--- src/rtl/div_seq_ctrl_pkg.sv ---
// Shared definitions for the sequential restoring divider.
//   state_t   : controller states IDLE / CALC / DONE
//   DIV_W     : divisor / quotient / remainder width
//   X_W       : dividend width
//   ITER_W    : iteration counter width
//   APPROX_K  : per-iteration count of low approximate columns (approx mode)
//   row_k()   : approximate-column count for an iteration and mode
package div_pkg;

  localparam int unsigned DIV_W  = 8;
  localparam int unsigned X_W    = 16;
  localparam int unsigned ITER_W = 3;

  typedef enum logic [1:0] {
    IDLE,
    CALC,
    DONE
  } state_t;

  // Early rows carry the most significant quotient bits, so they stay exact;
  // later rows tolerate progressively more approximate low columns.
  localparam logic [ITER_W-1:0] APPROX_K [0:7] = '{
    3'd0, 3'd0, 3'd1, 3'd2, 3'd3, 3'd4, 3'd5, 3'd6
  };

  function automatic logic [ITER_W-1:0] row_k(input logic [ITER_W-1:0] iter,
                                              input logic             en);
    return en ? APPROX_K[iter] : '0;
  endfunction

endpackage

--- src/rtl/div_seq_ctrl_if.sv ---
// Handshake bus for div_seq_ctrl.
//   in_valid/in_ready + x, y, approx_en : operation offer
//   out_valid/out_ready + q, r, err     : result handoff
//   busy                                : operation in flight
// slave modport is the divider side, master modport the requester/consumer.
interface div_seq_ctrl_if;
  import div_pkg::*;

  logic             in_valid;
  logic             in_ready;
  logic [X_W-1:0]   x;
  logic [DIV_W-1:0] y;
  logic             approx_en;
  logic             out_valid;
  logic             out_ready;
  logic [DIV_W-1:0] q;
  logic [DIV_W-1:0] r;
  logic             err;
  logic             busy;

  modport slave (
    input  in_valid, x, y, approx_en, out_ready,
    output in_ready, out_valid, q, r, err, busy
  );

  modport master (
    output in_valid, x, y, approx_en, out_ready,
    input  in_ready, out_valid, q, r, err, busy
  );

endinterface

--- src/rtl/div_row.sv ---
// One combinational restoring-subtract row: in (9 bits) minus divisor b.
//   a   : row input, a[8] is the bit shifted out of the partial remainder
//   b   : divisor
//   k   : number of low columns built from approximate cells
//   qs  : quotient bit for this row
//   rem : next partial remainder (difference if qs, else a[7:0])
module div_row
  import div_pkg::*;
(
  input  logic [DIV_W:0]    a,
  input  logic [DIV_W-1:0]  b,
  input  logic [ITER_W-1:0] k,
  output logic              qs,
  output logic [DIV_W-1:0]  rem
);

  logic [DIV_W:0] bw;

  always_comb begin
    bw = '0;
    for (int unsigned j = 0; j < DIV_W; j++) begin
      if (j < 32'(k))
        bw[j+1] = bw[j] & (b[j] | ~a[j]);
      else
        bw[j+1] = (~a[j] & bw[j]) | (~a[j] & b[j]) | (b[j] & bw[j]);
    end
  end

  // A set a[8] means the shifted remainder already exceeds any 8-bit divisor.
  assign qs = ~bw[DIV_W] | a[DIV_W];

  // Approximate cells fold the restore mux into their own equation.
  always_comb begin
    rem = '0;
    for (int unsigned j = 0; j < DIV_W; j++) begin
      if (j < 32'(k))
        rem[j] = a[j] | (qs & (b[j] ^ bw[j]));
      else
        rem[j] = qs ? (a[j] ^ b[j] ^ bw[j]) : a[j];
    end
  end

endmodule

--- src/rtl/div_seq_ctrl.sv ---
// Sequential 16/8 restoring divider controller, one shared row reused for
// 8 iterations, with optional graded approximate rows.
//   clk, rst : clock, synchronous active-high reset
//   bus      : div_seq_ctrl_if.slave (operation in, result out, busy)
// Divide-by-zero and quotient overflow skip CALC and return q=FF, r=00.
module div_seq_ctrl
  import div_pkg::*;
(
  input  logic           clk,
  input  logic           rst,
  div_seq_ctrl_if.slave  bus
);

  state_t            state;
  logic [ITER_W-1:0] i;
  logic [X_W-1:0]    xr;
  logic [DIV_W-1:0]  yr;
  logic              apx;
  logic [DIV_W-1:0]  q_q;
  logic [DIV_W-1:0]  rem_q;
  logic              err_q;
  logic              ov_q;
  logic              in_ready_q;
  logic              busy_q;

  logic [DIV_W:0]    row_a;
  logic [ITER_W-1:0] row_kv;
  logic              row_qs;
  logic [DIV_W-1:0]  row_rem;
  logic              bad_op;

  always_comb begin
    row_a = '0;
    if (i == '0)
      row_a = xr[X_W-1:DIV_W-1];
    else
      row_a = {rem_q, xr[{1'b0, 3'd7 - i}]};
  end

  assign row_kv = row_k(i, apx);
  assign bad_op = (bus.y == '0) || (bus.x[X_W-1:DIV_W] >= bus.y);

  div_row u_row (
    .a   (row_a),
    .b   (yr),
    .k   (row_kv),
    .qs  (row_qs),
    .rem (row_rem)
  );

  always_ff @(posedge clk) begin
    if (rst) begin
      state      <= IDLE;
      i          <= '0;
      xr         <= '0;
      yr         <= '0;
      apx        <= 1'b0;
      q_q        <= '0;
      rem_q      <= '0;
      err_q      <= 1'b0;
      ov_q       <= 1'b0;
      in_ready_q <= 1'b1;
      busy_q     <= 1'b0;
    end else begin
      case (state)
        IDLE: begin
          if (bus.in_valid && in_ready_q) begin
            xr         <= bus.x;
            yr         <= bus.y;
            apx        <= bus.approx_en;
            i          <= '0;
            in_ready_q <= 1'b0;
            busy_q     <= 1'b1;
            if (bad_op) begin
              q_q   <= '1;
              rem_q <= '0;
              err_q <= 1'b1;
              ov_q  <= 1'b1;
              state <= DONE;
            end else begin
              q_q   <= '0;
              rem_q <= '0;
              err_q <= 1'b0;
              state <= CALC;
            end
          end
        end
        CALC: begin
          q_q   <= {q_q[DIV_W-2:0], row_qs};
          rem_q <= row_rem;
          i     <= i + 1'b1;
          if (i == '1) begin
            ov_q  <= 1'b1;
            state <= DONE;
          end
        end
        DONE: begin
          if (bus.out_ready) begin
            ov_q       <= 1'b0;
            in_ready_q <= 1'b1;
            busy_q     <= 1'b0;
            state      <= IDLE;
          end
        end
        default: begin
          state      <= IDLE;
          in_ready_q <= 1'b1;
          busy_q     <= 1'b0;
          ov_q       <= 1'b0;
        end
      endcase
    end
  end

  assign bus.in_ready  = in_ready_q;
  assign bus.out_valid = ov_q;
  assign bus.q         = q_q;
  assign bus.r         = rem_q;
  assign bus.err       = err_q;
  assign bus.busy      = busy_q;

endmodule

--- src/flat_wrapper.sv ---
// flat-port wrapper written by rule: the top's interface ports become plain ports
module div_seq_ctrl_flat import div_pkg::*;
  (clk, rst, bus_in_valid, bus_x, bus_y, bus_approx_en, bus_out_ready, bus_in_ready, bus_out_valid, bus_q, bus_r, bus_err, bus_busy);
  div_seq_ctrl_if bus_i ();
  input  logic clk;
  input  logic rst;
  input wire logic [$bits(bus_i.in_valid)-1:0] bus_in_valid;
  input wire logic [$bits(bus_i.x)-1:0] bus_x;
  input wire logic [$bits(bus_i.y)-1:0] bus_y;
  input wire logic [$bits(bus_i.approx_en)-1:0] bus_approx_en;
  input wire logic [$bits(bus_i.out_ready)-1:0] bus_out_ready;
  output wire logic [$bits(bus_i.in_ready)-1:0] bus_in_ready;
  output wire logic [$bits(bus_i.out_valid)-1:0] bus_out_valid;
  output wire logic [$bits(bus_i.q)-1:0] bus_q;
  output wire logic [$bits(bus_i.r)-1:0] bus_r;
  output wire logic [$bits(bus_i.err)-1:0] bus_err;
  output wire logic [$bits(bus_i.busy)-1:0] bus_busy;
  assign bus_i.in_valid = bus_in_valid;
  assign bus_i.x = bus_x;
  assign bus_i.y = bus_y;
  assign bus_i.approx_en = bus_approx_en;
  assign bus_i.out_ready = bus_out_ready;
  assign bus_in_ready = bus_i.in_ready;
  assign bus_out_valid = bus_i.out_valid;
  assign bus_q = bus_i.q;
  assign bus_r = bus_i.r;
  assign bus_err = bus_i.err;
  assign bus_busy = bus_i.busy;
  div_seq_ctrl u_core (.clk(clk), .rst(rst), .bus(bus_i));
endmodule
--- config.mk ---
export PLATFORM = sky130hd
export DESIGN_NAME = div_seq_ctrl_flat
export DESIGN_NICKNAME = d
export VERILOG_FILES = /design/src/rtl/div_seq_ctrl_pkg.sv /design/src/rtl/div_seq_ctrl_if.sv /design/src/rtl/div_row.sv /design/src/rtl/div_seq_ctrl.sv /design/src/flat_wrapper.sv
export SDC_FILE = /design/constraint.sdc
export NUM_CORES = 1
export LEC_CHECK = 0
export CAP_MARGIN = 10
export CORE_UTILIZATION = 53
export DETAILED_ROUTE_END_ITERATION = 6
export PLACE_DENSITY = 0.76
export SLEW_MARGIN = 10
export SYNTH_ARGS = -nofsm -noshare
export SYNTH_HDL_FRONTEND = slang
export SYNTH_SLANG_ARGS = --single-unit
export TNS_END_PERCENT = 50
--- constraint.sdc ---
create_clock -name clk -period 7.1 [get_ports clk]
set_input_delay 1.065 -clock clk [delete_from_list [all_inputs] [get_ports clk]]
set_output_delay 1.065 -clock clk [all_outputs]
set_load 0.01 [all_outputs]
Word-level counts from Yosys, hierarchy flattened
Memory sizes are Yosys's and may differ from the RTL's.
Index checks and enable logic that the tools add are counted.
W data, S select, Z words.
- add/sub/neg operators: 2
- multipliers: 0
- div/mod/pow operators: 0
- magnitude comparators: 10
- equality and inequality tests: 7
- shift operators: 0
- multiplexer cells: 51
- bitwise logic cells: 95
- reductions and logical operators: 11
- operators with widths (kind ; number):
    $and A1 B1 Y1 ; 35
    $pmux W8 S2 ; 2
    $mux W1 ; 31
    $or A1 B1 Y1 ; 28
    $mux W8 ; 3
    $xor A1 B1 Y1 ; 21
    $mux W3 ; 4
    $not A1 Y1 ; 10
    $lt A3 B3 Y1 const A ; 3
    $mux W9 ; 1
    $pmux W1 S3 ; 3
    $ge A8 B8 Y1 ; 1
    $logic_not A8 Y1 ; 1
    $mux W2 ; 4
    $lt A1 B3 Y1 const A ; 2
    $lt A2 B3 Y1 const A ; 2
    $ne A2 B1 Y1 const B ; 3
    $pmux W2 S3 ; 1
    $pmux W3 S2 ; 1
    $reduce_and A3 Y1 ; 2
    $lt A3 B5 Y1 const B ; 1
    $ge A4 B4 Y1 const B ; 1
    $not A3 Y4 ; 1
    $reduce_and A2 Y1 ; 2
    13 further kinds ; 13
- bits in registers: 50
- bits in latches: 0
- RAM bits: 0
- memory bits (read-only): 24
- bits of input ports: 29
- output and inout bits: 20
- word-level logic and storage cells: 188
- memories: 1
- memories (memory ; words ; width ; rd ports ; clocked after Yosys merged registers in ; write ports ; RTL line ; source):
    (no name shown) ; 8 ; 3 ; 1 ; 0 ; 0 ; div_seq_ctrl_pkg.sv:28 ; return en ? APPROX_K[iter] : '0;

Depth between registers and ports, before layout
- word-level depth: 40
- mapped depth: 30

Cells and area by module
A second synthesis with hierarchy kept.
- cells, all modules: 350
- area, all modules: 2920.3 µm²
- modules (own cells, without submodules) (module ; instances ; cells an instance ; area an instance (µm²) ; sequential area each (µm²)):
    div_seq_ctrl ; 1 ; 296 ; 2449.8 ; 1001.0
    div_row ; 1 ; 54 ; 470.5 ; 0.0

Worst setup path before layout
No wires, ideal clock.
- kind: reg2reg
- start: reg u_core.i[0]
- end: reg u_core.rem_q[6], in the netlist u_core.bus.r[6]
- setup time: 117 ps
- data arrival time: 6383 ps
- data required time: 6983 ps
- setup slack: 600 ps
- stages on the path, launching flop included: 31
- buffers on the path: 1
- path through: dfxtp_1 > clkbuf_1 > inv_1 > ha_1 > a21oi_1 > o31ai_1 > o22ai_1 > ha_1 > and3_1 > inv_1 > fa_1 > nor2_1 > inv_1 > fa_1 > a21oi_1 > inv_1 > fa_1 > a21oi_1 > inv_1 > fa_1 > nor2_1 > inv_1 > fa_1 > nor2_1 > fa_1 > nand2_1 > fa_1 > or4b_1 > o21ai_1 > o21ai_0 > a32o_1
- cells in the longest elaborated chain, start to end: 40
- elaborated cells between the ends (all ways): 90
- those cells by class: add/sub (1); order compare (7); mux (16); bitwise (64); reduce/logical (1); memory (1)
- ends and longest elaborated chain (element ; RTL line ; source):
    start, declared ; div_seq_ctrl.sv:15 ; logic [ITER_W-1:0] i;
    start signal, assigned ; div_seq_ctrl.sv:91 ; i <= i + 1'b1;
    $not A3 Y4 (not written as such) / $sub A3 B3 Y3 (equally long branches) ; div_seq_ctrl_pkg.sv:28, div_seq_ctrl.sv:37 ;
    $mem_v2 Z8 W3 / $bmux W1 S3 (equally long branches) ; -- ;
    $mux W3 (not written as such) / $mux W1 (equally long branches) ; div_seq_ctrl_pkg.sv:28, div_seq_ctrl.sv:37 ;
    $mux W3 (not written as such) / $mux W9 (equally long branches) ; div_seq_ctrl_pkg.sv:28, div_seq_ctrl.sv:34 ;
    $mux W3 / $not A1 Y1 (equally long branches) ; div_seq_ctrl_pkg.sv:28, div_row.sv:25 ;
    $lt A1 B3 Y1 / $and A1 B1 Y1 (equally long branches) ; div_row.sv:22, div_row.sv:25 ;
    $mux W1 ; div_row.sv:22 ; if (j < 32'(k))
    $and A1 B1 Y1 ; div_row.sv:25 ; bw[j+1] = (~a[j] & bw[j]) | (~a[j] & b[j]) | (b[j] & bw[j]);
    (+23 left out) ; -- ;
    $and A1 B1 Y1 ; div_row.sv:25 ;
    $or A1 B1 Y1 (2 in a row) ; div_row.sv:25 ;
    $not A1 Y1 ; div_row.sv:30 ; assign qs = ~bw[DIV_W] | a[DIV_W];
    $or A1 B1 Y1 ; div_row.sv:30 ;
    $and A1 B1 Y1 ; div_row.sv:37 ; rem[j] = a[j] | (qs & (b[j] ^ bw[j]));
    $or A1 B1 Y1 ; div_row.sv:37 ;
    $mux W1 (*) ; div_row.sv:36 ; if (j < 32'(k))
    $pmux W8 S2 (*) ; div_seq_ctrl.sv:65 ; case (state)
    end signal, assigned ; div_seq_ctrl.sv:90 ; rem_q <= row_rem;
    end, declared ; div_seq_ctrl.sv:20 ; logic [DIV_W-1:0] rem_q;
Every way passes the cells marked *; elsewhere a longest branch is shown, timed or not. The select of a mux whose other input is x is not followed.
A chain may end at the register's enable or synchronous reset.

Worst setup path in the final report
- start: reg u_core.i[0]
- end: reg u_core.rem_q[0], in the netlist u_core.bus.r[0]
- cells in the longest elaborated chain, start to end: 40
- elaborated cells between the ends (all ways): 88
- those cells by class: add/sub (1); order compare (7); mux (16); bitwise (62); reduce/logical (1); memory (1)
- ends and longest elaborated chain (element ; RTL line):
    $not A3 Y4 (not written as such) / $sub A3 B3 Y3 (equally long branches) ; div_seq_ctrl_pkg.sv:28, div_seq_ctrl.sv:37
    $mem_v2 Z8 W3 / $bmux W1 S3 (equally long branches) ; --
    $mux W3 (not written as such) / $mux W1 (equally long branches) ; div_seq_ctrl_pkg.sv:28, div_seq_ctrl.sv:37
    $mux W3 (not written as such) / $mux W9 (equally long branches) ; div_seq_ctrl_pkg.sv:28, div_seq_ctrl.sv:34
    $mux W3 / $not A1 Y1 (equally long branches) ; div_seq_ctrl_pkg.sv:28, div_row.sv:25
    $lt A1 B3 Y1 / $and A1 B1 Y1 (equally long branches) ; div_row.sv:22, div_row.sv:36, div_row.sv:25
    $mux W1 ; div_row.sv:22
    $and A1 B1 Y1 ; div_row.sv:25
    (+23 left out) ; --
    $and A1 B1 Y1 ; div_row.sv:25
    $or A1 B1 Y1 (2 in a row) ; div_row.sv:25
    $not A1 Y1 ; div_row.sv:30
    $or A1 B1 Y1 ; div_row.sv:30
    $and A1 B1 Y1 ; div_row.sv:37
    $or A1 B1 Y1 ; div_row.sv:37
    $mux W1 (*) ; div_row.sv:36
    $pmux W8 S2 (*) ; div_seq_ctrl.sv:65
Marks and branches as above.

==> results.json <==
{
  "drive_above_1_share_pct": 7.73,
  "netlist_instances": 348,
  "syn_area_per_cell_sq_um": 8.29,
  "ir_drop_v": 0.000139,
  "wl_mm": 6.95,
  "setup-violations-final": 0,
  "yosysTopAreaCell": "dfxtp_1",
  "wl_per_cell_microns": 15.2,
  "relSlewSlack_pct": 24.9,
  "cp.buffers_inverters": 6,
  "r2r_cells": 29,
  "worst-path-stages": 29,
  "finalCritPeriodShare_pct": 93.8,
  "synth_cell_types": 48,
  "cts_tree": "yes",
  "htree_num_levels": 2,
  "fin_nets": 444,
  "final_cell_mix": "66 x nand2_1, 48 x clkdlybuf4s50_1, 48 x dfxtp_1",
  "via_count": 2625,
  "ys_warn_count": 0,
  "port_buffers": 48,
  "dr.first_iter.drc_count": 213,
  "route.detailed.drc": 0,
  "hold_viol": 0,
  "slowest_stage": "or4b_4",
  "path_clk_slew_ps": 90,
  "viasPerCell": 5.73,
  "synth.cell_area_sq_um": 2890,
  "ant_nets": 0,
  "synthTopCellsByArea": "dfxtp_1 35%, ha_1 8.7%, nand2_1 8.6%, a21oi_1 6.4%, fa_1 4.9%",
  "fin_skew_ps": 5.92,
  "fmax_mhz": 150,
  "synth_edf_count": 0,
  "hp-class": "reg -> reg",
  "outcome": "completed",
  "min_from": "u_core.xr[2]$_SDFFE_PP0P_",
  "cts.sinks": 50,
  "grt_overflow_total": 0,
  "fin_util_pct": 67.8,
  "power_density_nw_per_um2": 232,
  "grt_pass1_vias": 2293,
  "dpl_cell_area_sq_um": 3400,
  "p_leak_uw": 0.00140,
  "syn_nets": 404,
  "clockRootBuffer": "clkbuf_8",
  "cp.arrival_ps": 6890,
  "syn_to_final_growth_pct": 21.5,
  "coreArea_sq_um": 5170,
  "synth_async_sr_flop_share_pct": 0,
  "layout_min_cycle_time_ps": 6660,
  "worst_setup_path_start_kind": "register",
  "initial_utilization_pct": 55.8,
  "reg2reg_from": "u_core.i[0]$_SDFFE_PP0P_",
  "ys_seq_elements": 50,
  "seqCellArea_sq_um": 1010,
  "first_pass_iters": 5,
  "hpwl_mm": 5.16,
  "yosys_most_used_dff": "dfxtp_1",
  "path_class": "reg -> reg",
  "power.total_uw": 813,
  "final_area_sq_um": 3510,
  "clock_path_buffers": 2,
  "n_antenna_cell": 0,
  "die_h_microns": 75.8,
  "antenna_found_initial": 0,
  "final_common_cell": "nand2_1",
  "min_delay_path_depth": 2,
  "yosys.area.top_type_share_pct": 34.7,
  "cts_made_buffers": 5,
  "slowest_delay_ps": 530,
  "synth_seq_area_share_pct": 34.7,
  "end_kind": "register",
  "grt_pass1_wl_mm": 11.3,
  "worstMarginPinSlew_ps": 1120,
  "top_level_ports": 49,
  "required_ps": 7330,
  "maxSlewViolCount": 0,
  "multi_input_area_sq_um": 1730,
  "die_w_microns": 75.8,
  "fill_cells": 448,
  "startpoint": "u_core.i[0]$_SDFFE_PP0P_",
  "dieArea_sq_um": 5750,
  "rows": 26,
  "path_delay_family": "adder cells",
  "crit_top_cell": "fa_1",
  "clk_latency_ps": 300,
  "cap_violations": 0,
  "track_usage_pct": 26.4,
  "path_max_fanout": 11,
  "grt_start_max_net_pins": 48,
  "place.gp.congestion": 0.833
}
report_power, final:
part	leakage, uW	switching (uW)	internal [uW]	total [uW]
Clock	0.0000373	94.7	67.8	162
Combinational	0.000951	164	141	305
Sequential	0.000410	31.9	314	346
Total	0.00140	291	523	813
metal layers:
layer / vias to the layer above / GRT usage [%] / routed length [microns]
met5: - / 0 / 0
met4: 0 / 8.02 / 125
met3: 11 / 3.57 / 309
met1: 1232 / 37.7 / 3340
met2: 86 / 41.5 / 3180
li1: 1296 / - / -
metrics by stage:
stage	TNS [ps]	setup WS, ps	hold WS [ps]	std cells
floorplan	0	600	433	348
global placement	0	293	445	451
detailed placement	0	85.1	454	451
CTS	0	80.2	468	458
global route	-33.6	-33.6	486	458
finish	0	442	463	458
Yosys cell counts (2+ instances only):
cell type and n:
o211a_1 2, o31ai_1 4, nor2_1 13, nand2_1 66, o211ai_1 4, o21a_1 2
clkbuf_1 17, o22ai_1 9, o21ai_0 11, inv_1 25, a32o_1 3, nand3b_1 3
or4_4 2, a21oi_1 37, mux2_2 4, nor2b_1 7, or3_1 6, or2_2 4
fa_1 7, ha_1 20, and3_1 3, o21bai_1 2, a22oi_1 11, a211oi_1 5
a21o_1 2, mux2i_1 3, dfxtp_1 50, nand2b_1 3, o21ai_1 2, nand3_1 3
state kept, by name (all words and copies together), names as in the netlist, 2 cells and up:
signal / flops
u_core.xr: 16
u_core.state: 2
u_core.bus.r: 8
u_core.yr: 8
u_core.i: 3
u_core.bus.q: 8
cells by family (layout without fill, tap and decap cells):
| kind of cell | count (synthesis) | after routing | synth area share (%) |
|---|---|---|---|
| AOI/OAI and AO/OA | 103 | 103 | 23.2 |
| adders and majority gates | 27 | 27 | 13.5 |
| buffers and inverters | 44 | 84 | 6.02 |
| DFF | 50 | 50 | 34.7 |
| muxes | 9 | 9 | 3.77 |
| and+or+nand+nor | 115 | 115 | 18.8 |
worst register-to-register path, delay by kind of cell, from the launching register on:
family,cells,cell delay (ps)
adder cells (fa/ha/maj),9,2950
buffers and inverters,6,490
flip-flops,1,420
AND/OR/NAND/NOR,6,1260
AO/OA/AOI/OAI,8,1480
worst paths after layout:
kind | end | slack [ps]
max | u_core.bus.r[0]$_SDFFE_PP0P_ | 440
max reg2reg | u_core.bus.r[0]$_SDFFE_PP0P_ | 440
min | u_core.xr[2]$_SDFFE_PP0P_ | 460
min reg2reg | u_core.xr[2]$_SDFFE_PP0P_ | 460
timing repair:
action,in CTS,in global routing
gates resized for setup,0,8
hold buffers,0,0
setup buffers,0,0
endpoints found under the setup margin,0,9
layout make-up:
class	instances	area share (%)
Clock buffer	6	2.07
Clock inverter	1	0.214
Inverter	25	2.68
Multi-Input combinational cell	254	49.3
Sequential cell	50	28.7
Tap cell	70	2.50
Timing Repair Buffer	52	14.6
Power figures use the tool's default switching activity.
